**src/rtl/err_inject_seq.sv**
```systemverilog
// err_inject_seq -- error-injection sequencer for a downstream splitter tree.
//
// A configuration (mask, delay, duration, mode) is accepted while idle.
// The sequencer waits 'delay' cycles, then drives err_en high with
// err_ctrl = mask for max(dur,1) cycles. After the window it either
// finishes (one-shot, and the reserved mode 3), re-arms (periodic) or holds
// the window forever (sticky). abort ends any active sequence with a
// one-cycle done pulse. rst returns to idle without a done pulse.
//
// Optional feature: define ERR_INJ_COUNT_EN to count injection windows on
// inj_count. The count saturates and clears on reset and on each accepted
// configuration. Without the macro inj_count is tied to zero.
//
// Ports:
//   clk, rst        clock, synchronous active-high reset
//   cfg_valid/ready configuration handshake (ready only while idle)
//   cfg_mask        sites to corrupt (CTRLW bits)
//   cfg_delay       wait before each window (CNTW bits)
//   cfg_dur         window length, 0 behaves as 1 (CNTW bits)
//   cfg_mode        0 one-shot, 1 periodic, 2 sticky, 3 as one-shot
//   abort           terminate active sequence (ignored while idle)
//   err_en/err_ctrl registered injection enable / site controls
//   busy            sequencer not idle
//   done            single-cycle completion/abort pulse
//   inj_count       injection windows entered
module err_inject_seq #(
   parameter int CTRLW = 4,
   parameter int CNTW  = 8
) (
   input  logic             clk,
   input  logic             rst,
   input  logic             cfg_valid,
   output logic             cfg_ready,
   input  logic [CTRLW-1:0] cfg_mask,
   input  logic [CNTW-1:0]  cfg_delay,
   input  logic [CNTW-1:0]  cfg_dur,
   input  logic [1:0]       cfg_mode,
   input  logic             abort,
   output logic             err_en,
   output logic [CTRLW-1:0] err_ctrl,
   output logic             busy,
   output logic             done,
   output logic [CNTW-1:0]  inj_count
);

   typedef enum logic [1:0] {IDLE, ARMED, INJECT} state_t;

   state_t           state, state_nx;
   logic [CTRLW-1:0] mask_q, mask_nx;
   logic [CNTW-1:0]  delay_q, delay_nx;
   logic [CNTW-1:0]  dur_q, dur_nx;
   logic [1:0]       mode_q, mode_nx;
   logic [CNTW-1:0]  cnt_q, cnt_nx;   // shared delay / duration counter
   logic             err_en_nx, done_nx;
   logic [CTRLW-1:0] err_ctrl_nx;
   logic [CNTW-1:0]  dur_m1;

   // Window length minus one, with dur=0 treated as a one-cycle window.
   assign dur_m1    = (dur_q == '0) ? '0 : dur_q - 1'b1;
   assign cfg_ready = (state == IDLE);
   assign busy      = (state != IDLE);

   always_ff @(posedge clk) begin
      if (rst) begin
         state    <= IDLE;
         mask_q   <= '0;
         delay_q  <= '0;
         dur_q    <= '0;
         mode_q   <= '0;
         cnt_q    <= '0;
         err_en   <= 1'b0;
         err_ctrl <= '0;
         done     <= 1'b0;
      end else begin
         state    <= state_nx;
         mask_q   <= mask_nx;
         delay_q  <= delay_nx;
         dur_q    <= dur_nx;
         mode_q   <= mode_nx;
         cnt_q    <= cnt_nx;
         err_en   <= err_en_nx;
         err_ctrl <= err_ctrl_nx;
         done     <= done_nx;
      end
   end

   // Outputs are computed for the next state so they appear registered in
   // the same cycle the state takes effect.
   always_comb begin
      state_nx    = state;
      mask_nx     = mask_q;
      delay_nx    = delay_q;
      dur_nx      = dur_q;
      mode_nx     = mode_q;
      cnt_nx      = cnt_q;
      err_en_nx   = 1'b0;
      err_ctrl_nx = '0;
      done_nx     = 1'b0;
      case (state)
         IDLE: begin
            // abort is ignored here, even together with cfg_valid
            if (cfg_valid) begin
               mask_nx  = cfg_mask;
               delay_nx = cfg_delay;
               dur_nx   = cfg_dur;
               mode_nx  = cfg_mode;
               cnt_nx   = cfg_delay;
               state_nx = ARMED;
            end
         end
         ARMED: begin
            if (abort) begin
               state_nx = IDLE;
               done_nx  = 1'b1;
            end else if (cnt_q == '0) begin
               state_nx    = INJECT;
               cnt_nx      = dur_m1;
               err_en_nx   = 1'b1;
               err_ctrl_nx = mask_q;
            end else begin
               cnt_nx = cnt_q - 1'b1;
            end
         end
         INJECT: begin
            if (abort) begin
               state_nx = IDLE;
               done_nx  = 1'b1;
            end else if (mode_q == 2'd2) begin
               err_en_nx   = 1'b1;
               err_ctrl_nx = mask_q;
            end else if (cnt_q == '0) begin
               if (mode_q == 2'd1) begin
                  state_nx = ARMED;
                  cnt_nx   = delay_q;
               end else begin
                  state_nx = IDLE;
                  done_nx  = 1'b1;
               end
            end else begin
               cnt_nx      = cnt_q - 1'b1;
               err_en_nx   = 1'b1;
               err_ctrl_nx = mask_q;
            end
         end
         default: state_nx = IDLE;
      endcase
   end

`ifdef ERR_INJ_COUNT_EN
   logic            inj_entry, cfg_accept;
   logic [CNTW-1:0] inj_cnt_q;

   assign cfg_accept = (state == IDLE) && cfg_valid;
   assign inj_entry  = (state == ARMED) && !abort && (cnt_q == '0);

   always_ff @(posedge clk) begin
      if (rst || cfg_accept)
         inj_cnt_q <= '0;
      else if (inj_entry && (inj_cnt_q != '1))
         inj_cnt_q <= inj_cnt_q + 1'b1;
   end

   assign inj_count = inj_cnt_q;
`else
   assign inj_count = '0;
`endif

endmodule
```
**config.mk**
```make
export PLATFORM = sky130hd
export DESIGN_NAME = err_inject_seq
export DESIGN_NICKNAME = d
export VERILOG_FILES = /design/src/rtl/err_inject_seq.sv
export SDC_FILE = /design/constraint.sdc
export NUM_CORES = 1
export LEC_CHECK = 0
export ABC_AREA = 1
export CAP_MARGIN = 0
export CORE_UTILIZATION = 25
export CTS_CLUSTER_DIAMETER = 80
export DETAILED_ROUTE_END_ITERATION = 8
export PLACE_DENSITY = 0.49
export SLEW_MARGIN = 30
export SYNTH_ARGS = -nofsm -noshare
export SYNTH_HDL_FRONTEND = slang
export SYNTH_SLANG_ARGS = --single-unit
```
**constraint.sdc**
```tcl
create_clock -name clk -period 3.35 [get_ports clk]
set_clock_uncertainty 0.15 [all_clocks]
set_input_delay 0.8375 -clock clk [delete_from_list [all_inputs] [get_ports clk]]
set_output_delay 0.8375 -clock clk [all_outputs]
set_load 0.005 [all_outputs]
```
==> run_summary.xml <==
<?xml version="1.0" encoding="UTF-8"?>
<metrics>
  <group name="global_route">
    <metric name="antenna_found_initial" unit="">0</metric>
    <metric name="first_global_vias" unit="">1945</metric>
    <metric name="wire_length_of_the_first_global_routing_pass" unit="mm">9.16</metric>
    <metric name="grtUsageTotal" unit="%">13.1</metric>
    <metric name="grt-ovfl-total" unit="">0</metric>
    <metric name="grt_start_max_net_pins" unit="">35</metric>
  </group>
  <group name="final_layout">
    <metric name="layoutNonFillerInstCount" unit="">462</metric>
    <metric name="layout.cells.most_common" unit="">sky130_fd_sc_hd__nand2_1</metric>
    <metric name="areaGrowthSynthToFinish" unit="%">23.5</metric>
    <metric name="utilization" unit="%">32.3</metric>
    <metric name="fin_nets" unit="">389</metric>
    <metric name="layout.cells.most_common_list" unit="">70 x sky130_fd_sc_hd__nand2_1, 42 x sky130_fd_sc_hd__nor2_1, 40 x sky130_fd_sc_hd__o21ai_0</metric>
    <metric name="layout-drive-gt1-share" unit="%">9.24</metric>
    <metric name="diodes" unit="">0</metric>
    <metric name="design_area" unit="µm²">2700</metric>
  </group>
  <group name="power_and_ir_drop">
    <metric name="power.share.sequential" unit="%">35.7</metric>
    <metric name="static-leakage-power" unit="nW">1.18</metric>
    <metric name="sw_frac_of_total" unit="%">35.0</metric>
    <metric name="power.clock.fraction" unit="%">31.5</metric>
    <metric name="p_sw" unit="mW">0.531</metric>
    <metric name="power_per_cell_area" unit="nW/µm²">563</metric>
    <metric name="worst_ir_drop_vdd" unit="mV">0.211</metric>
    <metric name="post-layout-total-power" unit="mW">1.52</metric>
    <metric name="internal_power" unit="mW">0.987</metric>
    <metric name="power.combinational.fraction" unit="%">32.8</metric>
  </group>
  <group name="drt">
    <metric name="antenna_violating_nets_post_route" unit="">0</metric>
    <metric name="drt-initial-drc-count" unit="">89</metric>
    <metric name="met3WireLength" unit="µm">216</metric>
    <metric name="detail_route.vias_per_cell" unit="">4.44</metric>
    <metric name="met2_wire_length" unit="mm">2.29</metric>
    <metric name="route.detailed.drc" unit="">0</metric>
    <metric name="drt_pre_antenna_iters" unit="">4</metric>
    <metric name="route.final.wire_length" unit="mm">5.32</metric>
    <metric name="route.detailed.wl_per_inst" unit="µm">11.5</metric>
    <metric name="highest_layer" unit="">met4</metric>
    <metric name="vias" unit="">2053</metric>
    <metric name="wirelength_met1" unit="mm">2.75</metric>
  </group>
  <group name="sta">
    <metric name="fin_crit" unit="ps">2530</metric>
    <metric name="final-max-slew-violation-count" unit="">0</metric>
    <metric name="finalHoldViolCount" unit="">0</metric>
    <metric name="final.hold.worst_slack" unit="ps">286</metric>
    <metric name="report.final.setup_viol" unit="">0</metric>
    <metric name="fin_crit_sh" unit="%">75.6</metric>
    <metric name="fin_setup_tns" unit="ps">0</metric>
    <metric name="postLayoutSetupSlackWorst" unit="ps">817</metric>
    <metric name="grt_setup_unrepaired" unit="">false</metric>
    <metric name="achievable-frequency" unit="MHz">395</metric>
  </group>
  <group name="placement">
    <metric name="dp_slack" unit="ps">1050</metric>
    <metric name="dpl-instance-area" unit="µm²">2560</metric>
    <metric name="hpwlAfterDp" unit="mm">3.83</metric>
    <metric name="placed_cells_incl_taps" unit="">454</metric>
    <metric name="routabilityCongestion" unit="">0.778</metric>
    <metric name="port_buffers" unit="">33</metric>
  </group>
  <group name="cts">
    <metric name="ctsHtreeMaxLevel" unit="">2</metric>
    <metric name="clockBufferDepth" unit="">2</metric>
    <metric name="cts_resized" unit="">0</metric>
    <metric name="cts_root_buf" unit="">sky130_fd_sc_hd__clkbuf_8</metric>
    <metric name="tritoncts.num_buffers" unit="">5</metric>
    <metric name="post-cts-setup-buffers" unit="">0</metric>
    <metric name="cts_num_sinks" unit="">38</metric>
    <metric name="cts-hold-fix-buffers" unit="">0</metric>
    <metric name="clock_tree_from_tritoncts" unit="">yes</metric>
    <metric name="path_clk_slew" unit="ps">80</metric>
    <metric name="clk-insertion-delay-late" unit="ps">300</metric>
  </group>
  <group name="logic_synthesis">
    <metric name="synth.distinct_cells" unit="">29</metric>
    <metric name="synth_seq_area_share" unit="%">34.8</metric>
    <metric name="yosysWarnings" unit="">0</metric>
    <metric name="syn-mean-instance-area" unit="µm²">6.68</metric>
    <metric name="syn-instance-count" unit="">327</metric>
    <metric name="yosys_register_bits" unit="">38</metric>
    <metric name="syn_area" unit="µm²">2180</metric>
  </group>
  <group name="floorplan">
    <metric name="pin_count" unit="">42</metric>
    <metric name="initial_utilization" unit="%">26.2</metric>
    <metric name="placementRows" unit="">33</metric>
    <metric name="design.die.area" unit="µm²">9120</metric>
    <metric name="die_h" unit="µm">95.5</metric>
    <metric name="dieWidth" unit="µm">95.5</metric>
    <metric name="floorplan.core_area" unit="µm²">8340</metric>
  </group>
  <group name="worst_hold_path">
    <metric name="hold_path_class" unit="">flip-flop to flip-flop</metric>
  </group>
  <group name="setup_path">
    <metric name="worstPathRequired" unit="ps">2360</metric>
    <metric name="worstSetupStartpointType" unit="">flip-flop</metric>
    <metric name="worst_setup_path_end_kind" unit="">primary output</metric>
    <metric name="setup.worst_path.class" unit="">flip-flop to primary output</metric>
    <metric name="worst-path-max-fanout" unit="">4</metric>
    <metric name="arrival" unit="ps">1550</metric>
  </group>
  <group name="run_status">
    <metric name="status" unit="">finished clean</metric>
  </group>
  <group name="job">
    <metric name="maxCapViolCount" unit="">0</metric>
  </group>
</metrics>
power groups by stage:
| stage | registers (mW) | logic, mW | clock network [mW] |
|---|---|---|---|
| 3_5_place_dp | 0.553 | 0.501 | 0 |
| 5_1_grt | 0.550 | 0.583 | 0.506 |
| 4_1_cts | 0.543 | 0.504 | 0.491 |
| 2_1_floorplan | 0.544 | 0.393 | 0 |
| 3_3_place_gp | 0.553 | 0.501 | 0 |
| 6_report | 0.542 | 0.498 | 0.478 |
state kept, by name, indices dropped and copies added, names as in the netlist, 2 cells and up:
signal,count
delay_q,8
state,2
mask_q,4
cnt_q,8
err_ctrl,4
dur_q,8
mode_q,2
area by class of cell:
type                       instances  area (µm²)
fill                             916        5640
clock inverter                     3        68.8
inverter                          37         139
timing repair buffer              35         345
sequential                        38         761
tap                              105         131
multi-input combinational        239        1180
clock buffer                       5        68.8
kinds of logic (layout without fill, tap and decap cells):
logic type / count (synthesis) / count (layout) / synth area share (%)
buffers and inverters: 57 / 80 / 12.2
AND/OR/NAND/NOR: 141 / 141 / 27.8
XOR/XNOR: 3 / 3 / 1.20
adder cells (fa/ha/maj): 7 / 7 / 4.01
other: 1 / 8 / 0.172
AO/OA/AOI/OAI: 80 / 80 / 19.8
flip-flops: 38 / 38 / 34.8
per-layer routing:
| layer | track usage [%] | vias to the layer above |
|---|---|---|
| met5 | 0 | - |
| met4 | 4.23 | 0 |
| met3 | 2.79 | 8 |
| met2 | 20.8 | 41 |
| met1 | 17.4 | 917 |
| li1 | - | 1087 |
cells in the mapped netlist:
cell type,count,area [µm²]
sky130_fd_sc_hd__nand2_4,2,22.5
sky130_fd_sc_hd__buf_4,8,60.1
sky130_fd_sc_hd__nor2_2,2,12.5
sky130_fd_sc_hd__nor2_4,2,22.5
sky130_fd_sc_hd__dfxtp_1,38,761
sky130_fd_sc_hd__buf_8,1,15.0
sky130_fd_sc_hd__inv_1,31,116
sky130_fd_sc_hd__nand3_1,16,80.1
sky130_fd_sc_hd__nor2_1,42,158
sky130_fd_sc_hd__o21ai_1,1,5.00
sky130_fd_sc_hd__ha_1,7,87.6
sky130_fd_sc_hd__nand2_2,2,12.5
sky130_fd_sc_hd__a21oi_2,5,43.8
sky130_fd_sc_hd__inv_2,6,22.5
sky130_fd_sc_hd__xor2_1,1,8.76
sky130_fd_sc_hd__a21boi_0,1,7.51
sky130_fd_sc_hd__o21bai_2,1,11.3
sky130_fd_sc_hd__o21ai_0,40,200
sky130_fd_sc_hd__buf_6,1,11.3
sky130_fd_sc_hd__conb_1,1,3.75
sky130_fd_sc_hd__nand4_1,2,12.5
sky130_fd_sc_hd__xnor2_1,2,17.5
sky130_fd_sc_hd__o21ai_2,1,8.76
sky130_fd_sc_hd__buf_2,3,15.0
sky130_fd_sc_hd__a21oi_1,31,155
sky130_fd_sc_hd__nand3_2,2,20.0
sky130_fd_sc_hd__clkbuf_1,7,26.3
sky130_fd_sc_hd__nand2_1,70,263
sky130_fd_sc_hd__nor3_1,1,5.00
path summary, 6_finish.rpt:
path / slack, ps / end / from / depth (start not counted)
worst max-delay path: 820 / busy / state[0]$_SDFFE_PP0P_ / 4
worst min-delay path: 290 / err_ctrl[3]$_SDFF_PP0_ / mask_q[3]$_SDFFE_PP0P_ / 2
worst max register to register: 1430 / cnt_q[3]$_SDFFE_PP0P_ / cnt_q[0]$_SDFFE_PP0P_ / 11
worst min register to register: 290 / err_ctrl[3]$_SDFF_PP0_ / mask_q[3]$_SDFFE_PP0P_ / 2
critical path: stages, from the launching register on:
cell,delay [ps]
sky130_fd_sc_hd__dfxtp_1,360
sky130_fd_sc_hd__inv_1,90
sky130_fd_sc_hd__ha_1,240
sky130_fd_sc_hd__inv_1,80
sky130_fd_sc_hd__clkdlybuf4s50_1,490
(Power assumes the default switching activity.)
